`config.mk`:
```
export PLATFORM = sky130hd
export DESIGN_NAME = scanner_status_monitor_flat
export DESIGN_NICKNAME = d
export VERILOG_FILES = /design/src/rtl/scanner_status_monitor_if.sv /design/src/rtl/scanner_status_monitor.sv /design/src/flat_wrapper.sv
export SDC_FILE = /design/constraint.sdc
export NUM_CORES = 1
export LEC_CHECK = 0
export CORE_UTILIZATION = 58
export DETAILED_ROUTE_END_ITERATION = 16
export PLACE_DENSITY = 0.81
export SETUP_SLACK_MARGIN = 0.3
export SYNTH_ARGS = -nofsm -noshare
export SYNTH_HDL_FRONTEND = slang
export SYNTH_SLANG_ARGS = --single-unit
```
`constraint.sdc`:
```
create_clock -name clk -period 2.94 [get_ports clk]
set_input_delay 0.882 -clock clk [delete_from_list [all_inputs] [get_ports clk]]
set_output_delay 0.882 -clock clk [all_outputs]
set_load 0.005 [all_outputs]
```
`src/rtl/scanner_status_monitor_if.sv`:
```
// Status bundle published by the scanner: dispatch/evaluate activity and readiness
// for a new scan. The consumer modport is what monitors and LED logic attach to.
interface i_scanner_status;
  logic dispatching;
  logic evaluating;
  logic ready;

  modport master   (output dispatching, evaluating, ready);
  modport slave    (input  dispatching, evaluating, ready);
  modport consumer (input  dispatching, evaluating, ready);
endinterface

```
`src/rtl/scanner_status_monitor.sv`:
```
// Downstream monitor for a scanner: gates host start requests, tracks the scan
// lifecycle, stretches evaluate strobes for an LED and measures evaluations per window.
module scanner_status_monitor #(
  parameter int unsigned WINDOW_CYCLES  = 100_000_000,
  parameter int unsigned STRETCH_CYCLES = 2_000_000,
  parameter int unsigned ARM_TIMEOUT    = 1024,
  parameter int unsigned CNT_W          = 32
) (
  input  logic                 clk,
  input  logic                 rst_n,
  i_scanner_status.consumer    status,
  input  logic                 start_req,
  output logic                 start,
  output logic                 busy,
  output logic                 led_ready,
  output logic                 led_scanning,
  output logic                 led_activity,
  output logic                 arm_timeout_err,
  output logic [CNT_W-1:0]     hashes_per_window,
  output logic                 window_valid,
  output logic [CNT_W-1:0]     eval_total
);

  localparam int WIN_W = $clog2(WINDOW_CYCLES);
  localparam int STR_W = $clog2(STRETCH_CYCLES + 1);
  localparam int ARM_W = $clog2(ARM_TIMEOUT + 1);

  localparam logic [CNT_W-1:0] CNT_MAX  = '1;
  localparam logic [WIN_W-1:0] WIN_LAST = WIN_W'(WINDOW_CYCLES - 1);
  localparam logic [STR_W-1:0] STR_LOAD = STR_W'(STRETCH_CYCLES);
  localparam logic [ARM_W-1:0] ARM_LAST = ARM_W'(ARM_TIMEOUT - 1);

  typedef enum logic [1:0] {
    IDLE     = 2'd0,
    ARMED    = 2'd1,
    SCANNING = 2'd2,
    FLUSHING = 2'd3
  } state_t;

  state_t             state_q;
  logic [ARM_W-1:0]   arm_cnt_q;
  logic               start_q;
  logic               busy_q;
  logic               scanning_q;
  logic               arm_err_q;
  logic               led_ready_q;

  logic [STR_W-1:0]   stretch_q,  stretch_d;
  logic               activity_q, activity_d;
  logic [WIN_W-1:0]   win_pos_q,  win_pos_d;
  logic [CNT_W-1:0]   win_cnt_q,  win_cnt_d;
  logic [CNT_W-1:0]   hpw_q,      hpw_d;
  logic               wv_q,       wv_d;
  logic [CNT_W-1:0]   total_q,    total_d;
  logic [CNT_W-1:0]   win_cnt_inc;

  // Lifecycle FSM; busy/led_scanning are registered alongside the state so they
  // change on the same edge as the transition that implies them.
  always_ff @(posedge clk or negedge rst_n) begin
    if (!rst_n) begin
      state_q    <= IDLE;
      arm_cnt_q  <= '0;
      start_q    <= 1'b0;
      busy_q     <= 1'b0;
      scanning_q <= 1'b0;
      arm_err_q  <= 1'b0;
    end else begin
      start_q <= 1'b0;
      unique case (state_q)
        IDLE: begin
          if (start_req && status.ready) begin
            start_q   <= 1'b1;
            busy_q    <= 1'b1;
            arm_cnt_q <= '0;
            state_q   <= ARMED;
          end
        end
        ARMED: begin
          if (status.dispatching) begin
            scanning_q <= 1'b1;
            state_q    <= SCANNING;
          end else if (arm_cnt_q == ARM_LAST) begin
            busy_q    <= 1'b0;
            arm_err_q <= 1'b1;
            state_q   <= IDLE;
          end else begin
            arm_cnt_q <= arm_cnt_q + ARM_W'(1);
          end
        end
        SCANNING: begin
          if (!status.dispatching) begin
            scanning_q <= 1'b0;
            state_q    <= FLUSHING;
          end
        end
        FLUSHING: begin
          if (status.ready) begin
            busy_q  <= 1'b0;
            state_q <= IDLE;
          end
        end
        default: begin
          busy_q     <= 1'b0;
          scanning_q <= 1'b0;
          state_q    <= IDLE;
        end
      endcase
    end
  end

  always_comb begin
    stretch_d = stretch_q;
    if (status.evaluating) begin
      stretch_d = STR_LOAD;
    end else if (stretch_q != '0) begin
      stretch_d = stretch_q - STR_W'(1);
    end
    // The counter value 1 marks the last lit cycle, so the LED drops on the next edge.
    activity_d = status.evaluating || (stretch_q > STR_W'(1));

    win_cnt_inc = (status.evaluating && (win_cnt_q != CNT_MAX)) ? win_cnt_q + CNT_W'(1) : win_cnt_q;
    hpw_d       = hpw_q;
    wv_d        = 1'b0;
    if (win_pos_q == WIN_LAST) begin
      win_pos_d = '0;
      win_cnt_d = '0;
      hpw_d     = win_cnt_inc;
      wv_d      = 1'b1;
    end else begin
      win_pos_d = win_pos_q + WIN_W'(1);
      win_cnt_d = win_cnt_inc;
    end

    total_d = (status.evaluating && (total_q != CNT_MAX)) ? total_q + CNT_W'(1) : total_q;
  end

  always_ff @(posedge clk or negedge rst_n) begin
    if (!rst_n) begin
      led_ready_q <= 1'b0;
      stretch_q   <= '0;
      activity_q  <= 1'b0;
      win_pos_q   <= '0;
      win_cnt_q   <= '0;
      hpw_q       <= '0;
      wv_q        <= 1'b0;
      total_q     <= '0;
    end else begin
      led_ready_q <= status.ready;
      stretch_q   <= stretch_d;
      activity_q  <= activity_d;
      win_pos_q   <= win_pos_d;
      win_cnt_q   <= win_cnt_d;
      hpw_q       <= hpw_d;
      wv_q        <= wv_d;
      total_q     <= total_d;
    end
  end

  assign start             = start_q;
  assign busy              = busy_q;
  assign led_ready         = led_ready_q;
  assign led_scanning      = scanning_q;
  assign led_activity      = activity_q;
  assign arm_timeout_err   = arm_err_q;
  assign hashes_per_window = hpw_q;
  assign window_valid      = wv_q;
  assign eval_total        = total_q;

endmodule

```
`src/flat_wrapper.sv`:
```
// flat-port wrapper written by rule: the top's interface ports become plain ports
module scanner_status_monitor_flat 
#(
  parameter int unsigned WINDOW_CYCLES  = 100_000_000,
  parameter int unsigned STRETCH_CYCLES = 2_000_000,
  parameter int unsigned ARM_TIMEOUT    = 1024,
  parameter int unsigned CNT_W          = 32
)
  (clk, rst_n, start_req, start, busy, led_ready, led_scanning, led_activity, arm_timeout_err, hashes_per_window, window_valid, eval_total, status_dispatching, status_evaluating, status_ready);
  i_scanner_status status_i ();
  input  logic clk;
  input  logic rst_n;
  input  logic start_req;
  output logic start;
  output logic busy;
  output logic led_ready;
  output logic led_scanning;
  output logic led_activity;
  output logic arm_timeout_err;
  output logic [CNT_W-1:0] hashes_per_window;
  output logic window_valid;
  output logic [CNT_W-1:0] eval_total;
  input wire logic [$bits(status_i.dispatching)-1:0] status_dispatching;
  input wire logic [$bits(status_i.evaluating)-1:0] status_evaluating;
  input wire logic [$bits(status_i.ready)-1:0] status_ready;
  assign status_i.dispatching = status_dispatching;
  assign status_i.evaluating = status_evaluating;
  assign status_i.ready = status_ready;
  scanner_status_monitor #(.WINDOW_CYCLES(WINDOW_CYCLES), .STRETCH_CYCLES(STRETCH_CYCLES), .ARM_TIMEOUT(ARM_TIMEOUT), .CNT_W(CNT_W)) u_core (.clk(clk), .rst_n(rst_n), .status(status_i), .start_req(start_req), .start(start), .busy(busy), .led_ready(led_ready), .led_scanning(led_scanning), .led_activity(led_activity), .arm_timeout_err(arm_timeout_err), .hashes_per_window(hashes_per_window), .window_valid(window_valid), .eval_total(eval_total));
endmodule
```
==> flow_summary.yaml, run 1 <==
floorplanning:
  core-area_mm2: 0.0135
  ios: 77
  rows: 42
  start_util: 0.605
  die_area_mm2: 0.0145
  die_h_um: 120
  die_w_um: 120
yosys:
  async_flop_share: 1.00
  synth_top_cell_by_area: "dfrtp_1"
  synth.most_common_cell: "dfrtp_1"
  synth_common_cells: "dfrtp_1, nor2_1, nand2_1"
  ys_seq_area_frac: 0.504
  synth_warnings: 0
  synth_area_per_cell_um2: 9.80
  synth_cells: 831
  ys_seq_elements: 164
  synth_ff_type: "dfrtp_1"
  synth_nets: 844
  synth_top_area_share: 0.504
  ys_types: 61
  synth_area_mm2: 0.00814
  synth-edff-count: 0
  synth_area_leaders: "dfrtp_1, xnor2_1, nor2_1, xor2_1, nand2_1"
placed_design:
  portBuffers: 76
  gp_congestion: 0.948
  place_inst: 1070
  dp_hpwl_mm: 12.7
run_status:
  status: "completed"
cts:
  cts_tree: "done"
  numCtsBuffers: 17
  clock-root-buffer: "clkbuf_16"
  clock_sinks: 164
  htreeDepth: 4
  clk_latency_ns: 0.43
  clk_pin_slew_ns: 0.06
  clock_path_buffers: 2
timing:
  relSlewSlack: 0.513
  drv_slew: 0
  rsz0062_at_grt: "false"
  hold_slack_ns: 0.359
  setup-tns-final_ns: 0
  period_share: 0.855
  period_needed_ns: 2.51
  finalHoldViolations: 0
  setup_viol: 0
  worst_pin_slew_ns: 0.725
  fmax_mhz: 398
  clock_skew_ns: 0.00690
finish:
  layout-drive-gt1-share: 0.0801
  final_core_util: 0.729
  area_delta_synth_final_pct: 20.5
  antenna_cells: 0
  stdcell_count: 1100
  fin_nets: 926
power_and_ir_drop:
  p_leak_nw: 4.06
  vdd_drop_max_mv: 0.440
  power_density_mw_per_mm2: 609
setup_path:
  critPathCaptureType: "flop"
  critPathMaxFanout: 7
  required_ns: 3.24
  worstSetupPathType: "in -> reg"
  cp_data_arrival_time_ns: 2.82
  critPathLaunchType: "primary input"
routing:
  num_vias: 6755
  drtPass1Iterations: 5
  vias_per_cell: 6.14
  wirelength_mm: 19.1
  wl_per_cell_um: 17.3
  ant_nets: 0
  drt_iter0_markers: 530
  drc_errors: 0
global_route:
  grt_use_total: 0.282
  grt_max_degree: 67
  grt_pass1_wl_mm: 32.2
  grt_pass1_vias: 6657
  antenna_found_initial: 0
  overflow: 0
run:
  max-cap-violations: 0
min_path:
  hold_path.class: "in -> async"
metal layers:
metal | share of wire | vias to the layer above | track usage
li1 | - | 3163 | -
met1 | 0.43 | 3350 | 0.371
met2 | 0.49 | 209 | 0.449
met3 | 0.063 | 33 | 0.0684
met4 | 0.021 | 0 | 0.113
met5 | 0 | - | 0
through the flow:
stage          setup WS [ns]  total power, W  instance area, um^2
2_1_floorplan          0.587         0.00314                 8140
3_3_place_gp           0.187         0.00348                 9150
3_5_place_dp          0.0683         0.00353                 9150
4_1_cts                0.421         0.00600                 9800
5_1_grt                0.328         0.00621                 9810
6_report               0.425         0.00598                 9810
critical path, cell delays in order:
cell	delay (ns)
clkdlybuf4s50_1	0.53
buf_4	0.16
nand2_1	0.16
nor4_1	0.29
buf_4	0.23
nand4_1	0.14
xor2_1	0.29
o21ai_0	0.12
cells by family (layout without fill, tap and decap cells):
family	count (synthesis)	after routing	share of synthesized area
compound gates	137	137	0.109
xor+xnor	80	80	0.0861
fa+ha+maj	7	7	0.0108
simple gates	383	383	0.252
flops	164	164	0.504
mux	9	9	0.0115
buf+inv	51	144	0.0269
placed cells by master, fill, tap and decap left out, types with 3 or more instances in the layout:
master           count
a211oi_1             4
a21oi_1             32
a31oi_1             14
and2_1               6
and3_1              17
and4_1              14
buf_4               17
bufinv_16            5
clkbuf_16           17
clkbuf_8             4
clkdlybuf4s50_1     75
dfrtp_1            164
ha_1                 7
inv_1               18
mux2_2               3
mux2i_1              6
nand2_1             71
nand2b_1             7
nand3_1             48
nand4_1             28
nor2_1              91
nor2b_1              4
nor3_1              21
nor3_2               3
nor3b_1              4
nor4_1              15
o211ai_1            11
o21ai_0             41
o311ai_1             3
o31ai_1             15
or2_2                4
or3_1               20
or4_1               14
xnor2_1             43
xor2_1              37
final cells by class:
| class | count | area, um^2 |
|---|---|---|
| clock buffer | 21 | 480 |
| clock inverter | 9 | 175 |
| fill | 959 | 3640 |
| inverter | 19 | 71.3 |
| multi-input combinational | 616 | 3830 |
| sequential | 164 | 4100 |
| tap | 176 | 220 |
| timing repair buffer | 95 | 930 |
report_power, final:
part | total, W | switching, W | leakage [nW] | internal [W]
Clock | 0.00247 | 0.000889 | 0.317 | 0.00158
Combinational | 0.000800 | 0.000415 | 1.74 | 0.000384
Sequential | 0.00271 | 0.000269 | 2.00 | 0.00244
sequential cells by signal, summed over array words and instances (netlist names), named ones only:
register,cells
u_core.led_activity,1
u_core.led_ready,1
u_core.window_valid,1
u_core.win_pos_q,27
u_core.busy,1
u_core.hashes_per_window,32
u_core.state_q,1
u_core.stretch_q,21
u_core.led_scanning,1
u_core.arm_cnt_q,11
u_core.arm_timeout_err,1
u_core.win_cnt_q,32
u_core.start,1
u_core.eval_total,32
final timing paths:
kind | startpoint | endpoint | slack (ns) | depth (start not counted)
setup / recovery | status_evaluating | u_core.hashes_per_window[30]$_DFFE_PN0P_ | 0.43 | 8
hold / removal | rst_n | u_core.hashes_per_window[12]$_DFFE_PN0P_ | 0.36 | 1
setup reg to reg | u_core.win_pos_q[0]$_DFF_PN0_ | u_core.hashes_per_window[9]$_DFFE_PN0P_ | 0.50 | 6
hold reg to reg | u_core.win_pos_q[0]$_DFF_PN0_ | u_core.win_pos_q[0]$_DFF_PN0_ | 0.46 | 1
max in group asynchronous | rst_n | u_core.arm_cnt_q[1]$_DFFE_PN0P_ | 1.90 | 2
min in group clk | u_core.win_pos_q[0]$_DFF_PN0_ | u_core.win_pos_q[0]$_DFF_PN0_ | 0.46 | 1
timing repair:
| action | 4_1_cts | 5_1_grt |
|---|---|---|
| setup endpoints to repair | 0 | 2 |
| buffers inserted | 0 | 0 |
| hold buffers | 0 | 0 |
| resized for setup | 0 | 1 |
No activity file was read; power rests on OpenSTA's default activity.
==> run 2: changes to the inputs <==
SKIP_CTS_REPAIR_TIMING = 1   (was unset)
==> results of run 2 <==
Same layout as run 1: the final DEF is identical, and so are final timing and power.
==> run 3: changes to the inputs <==
ABC_AREA = 1   (was unset)
CORE_UTILIZATION = 63   (was 58)
PLACE_DENSITY = 0.86   (was 0.81)
clock period = 2.98 ns   (was 2.94 ns; I/O delays follow)
==> flow_summary.yaml, run 3 <==
min_path:
  hold_path.class: "in -> async"
timing:
  rsz0062_at_grt: "false"
  worst_pin_slew_ns: 0.599
  drv_slew: 0
  period_share: 0.799
  period_needed_ns: 2.38
  relSlewSlack: 0.597
  finalHoldViolations: 0
  clock_skew_ns: 0.00857
  setup_viol: 0
  setup-tns-final_ns: 0
  fmax_mhz: 420
finish:
  layout_common_cells: "nand2_1, nor2_1, dfrtp_1"
  area_delta_synth_final_pct: 16.5
  layout-drive-gt1-share: 0.0498
  antenna_cells: 0
  fillers: 1112
  final_common_cell: "nand2_1"
  fin_nets: 1407
  final_core_util: 0.750
yosys:
  synth_top_cell_by_area: "dfrtp_1"
  synth_ff_type: "dfrtp_1"
  synth_top_area_share: 0.441
  synth-edff-count: 0
  async_flop_share: 1.00
  ys_types: 38
  ys_seq_elements: 164
  ys_seq_area_frac: 0.441
  synth_area_per_cell_um2: 7.08
  synth_nets: 1328
  synth.most_common_cell: "nand2_1"
  synth_warnings: 0
  synth_common_cells: "nand2_1, nor2_1, dfrtp_1"
  synth_cells: 1315
  synth_area_mm2: 0.00932
  synth_area_leaders: "dfrtp_1, nand2_1, nor2_1, inv_1, xor2_1"
cts:
  clk_pin_slew_ns: 0.07
  htreeDepth: 4
  clock_path_buffers: 2
  clk_latency_ns: 0.43
  clock_sinks: 164
  numCtsBuffers: 17
  cts_tree: "done"
  clock-root-buffer: "clkbuf_16"
power_and_ir_drop:
  p_leak_nw: 5.10
  vdd_drop_max_mv: 0.433
  power_density_mw_per_mm2: 524
global_route:
  antenna_found_initial: 0
  met3_usage: 0.0559
  grtUsageMet2: 0.503
  grt_most_used_layer: "met2"
  overflow: 0
  met1_usage: 0.410
  grt_use_total: 0.303
  grt_max_degree: 68
  grt_pass1_vias: 7816
  grt_pass1_wl_mm: 36.3
setup_path:
  required_ns: 2.09
  worstSetupPathType: "reg -> out"
  critPathLaunchType: "flop"
  regToRegStartpoint: "u_core.eval_total[0]$_DFFE_PN0P_"
  reg2reg_depth: 11
  r2r-end: "u_core.eval_total[30]$_DFFE_PN0P_"
  cpMaxStageDelayCell: "clkdlybuf4s50_1"
  critPathMaxFanout: 8
  cp_data_arrival_time_ns: 1.49
  path_cells: "clkdlybuf4s50_1"
  max_stage_delay_ns: 0.56
  cp_top_family: "buffers and inverters"
  critPathBufInv: 1
  r2r_slack_ns: 0.73
  critPathCaptureType: "primary output"
routing:
  drtPass1Iterations: 7
  wirelength_mm: 21.8
  vias_per_cell: 5.39
  drt_iter0_markers: 663
  wl_per_cell_um: 13.7
  num_vias: 8583
  ant_nets: 0
  drc_errors: 0
floorplanning:
  core-area_mm2: 0.0145
  die_h_um: 124
  die_w_um: 124
  die_area_mm2: 0.0153
  rows: 44
  start_util: 0.643
  ios: 77
placed_design:
  dp_hpwl_mm: 15.5
  portBuffers: 76
  gp_congestion: 0.936
run:
  max-cap-violations: 0
run_status:
  status: "completed"
==> run 3: per-stage QoR <==
step | hold WS [ns] | area [um^2] | cells | power (W) | worst slack [ns]
global placement | 0.455 | 10300 | 1559 | 0.00344 | 0.490
CTS | 0.438 | 10900 | 1591 | 0.00572 | 0.593
detailed placement | 0.464 | 10300 | 1559 | 0.00347 | 0.432
global route | 0.453 | 10900 | 1591 | 0.00596 | 0.551
floorplan | 0.455 | 9320 | 1315 | 0.00312 | 1.18
finish | 0.414 | 10900 | 1591 | 0.00569 | 0.600
==> run 3: worst max-delay path by stage <==
| stage | start | to | depth (start not counted) | slack, ns |
|---|---|---|---|---|
| global placement | status_ready | u_core.arm_cnt_q[5]$_DFFE_PN0P_ | 8 | 0.49 |
| CTS | u_core.eval_total[26]$_DFFE_PN0P_ | eval_total[26] | 1 | 0.59 |
| floorplan | status_ready | u_core.arm_cnt_q[5]$_DFFE_PN0P_ | 8 | 1.18 |
| finish | u_core.eval_total[26]$_DFFE_PN0P_ | eval_total[26] | 1 | 0.60 |
| detailed placement | status_ready | u_core.arm_cnt_q[3]$_DFFE_PN0P_ | 8 | 0.43 |
| global route | u_core.eval_total[26]$_DFFE_PN0P_ | eval_total[26] | 1 | 0.55 |
==> run 3: logic make-up after synthesis <==
| group | share of synthesized area |
|---|---|
| xor gates and xnor gates | 0.0555 |
| DFF | 0.441 |
| buffers and inverters | 0.0688 |
| adders and majority gates | 0.00940 |
| AOI/OAI and AO/OA | 0.0431 |
| and+or+nand+nor | 0.383 |
==> run 3: final cells by class <==
class | count | area (um^2) | area share
clock inverter | 14 | 174 | 0.0160
sequential | 164 | 4100 | 0.378
tap | 184 | 230 | 0.0212
timing repair buffer | 87 | 882 | 0.0813
multi-input combinational | 1002 | 4580 | 0.422
inverter | 122 | 458 | 0.0422
clock buffer | 18 | 429 | 0.0395
==> run 3: where the power goes <==
group / switching, W / total, W / internal (W)
clock: 0.000934 / 0.00226 / 0.00133
sequential: 0.000171 / 0.00255 / 0.00238
combinational: 0.000520 / 0.000879 / 0.000359
total: 0.00163 / 0.00569 / 0.00407
==> run 3: per-layer routing <==
| layer | vias up | share of wire |
|---|---|---|
| li1 | 4296 | - |
| met1 | 3997 | 0.45 |
| met2 | 266 | 0.49 |
| met3 | 24 | 0.055 |
| met4 | 0 | 0.012 |
| met5 | - | 0 |
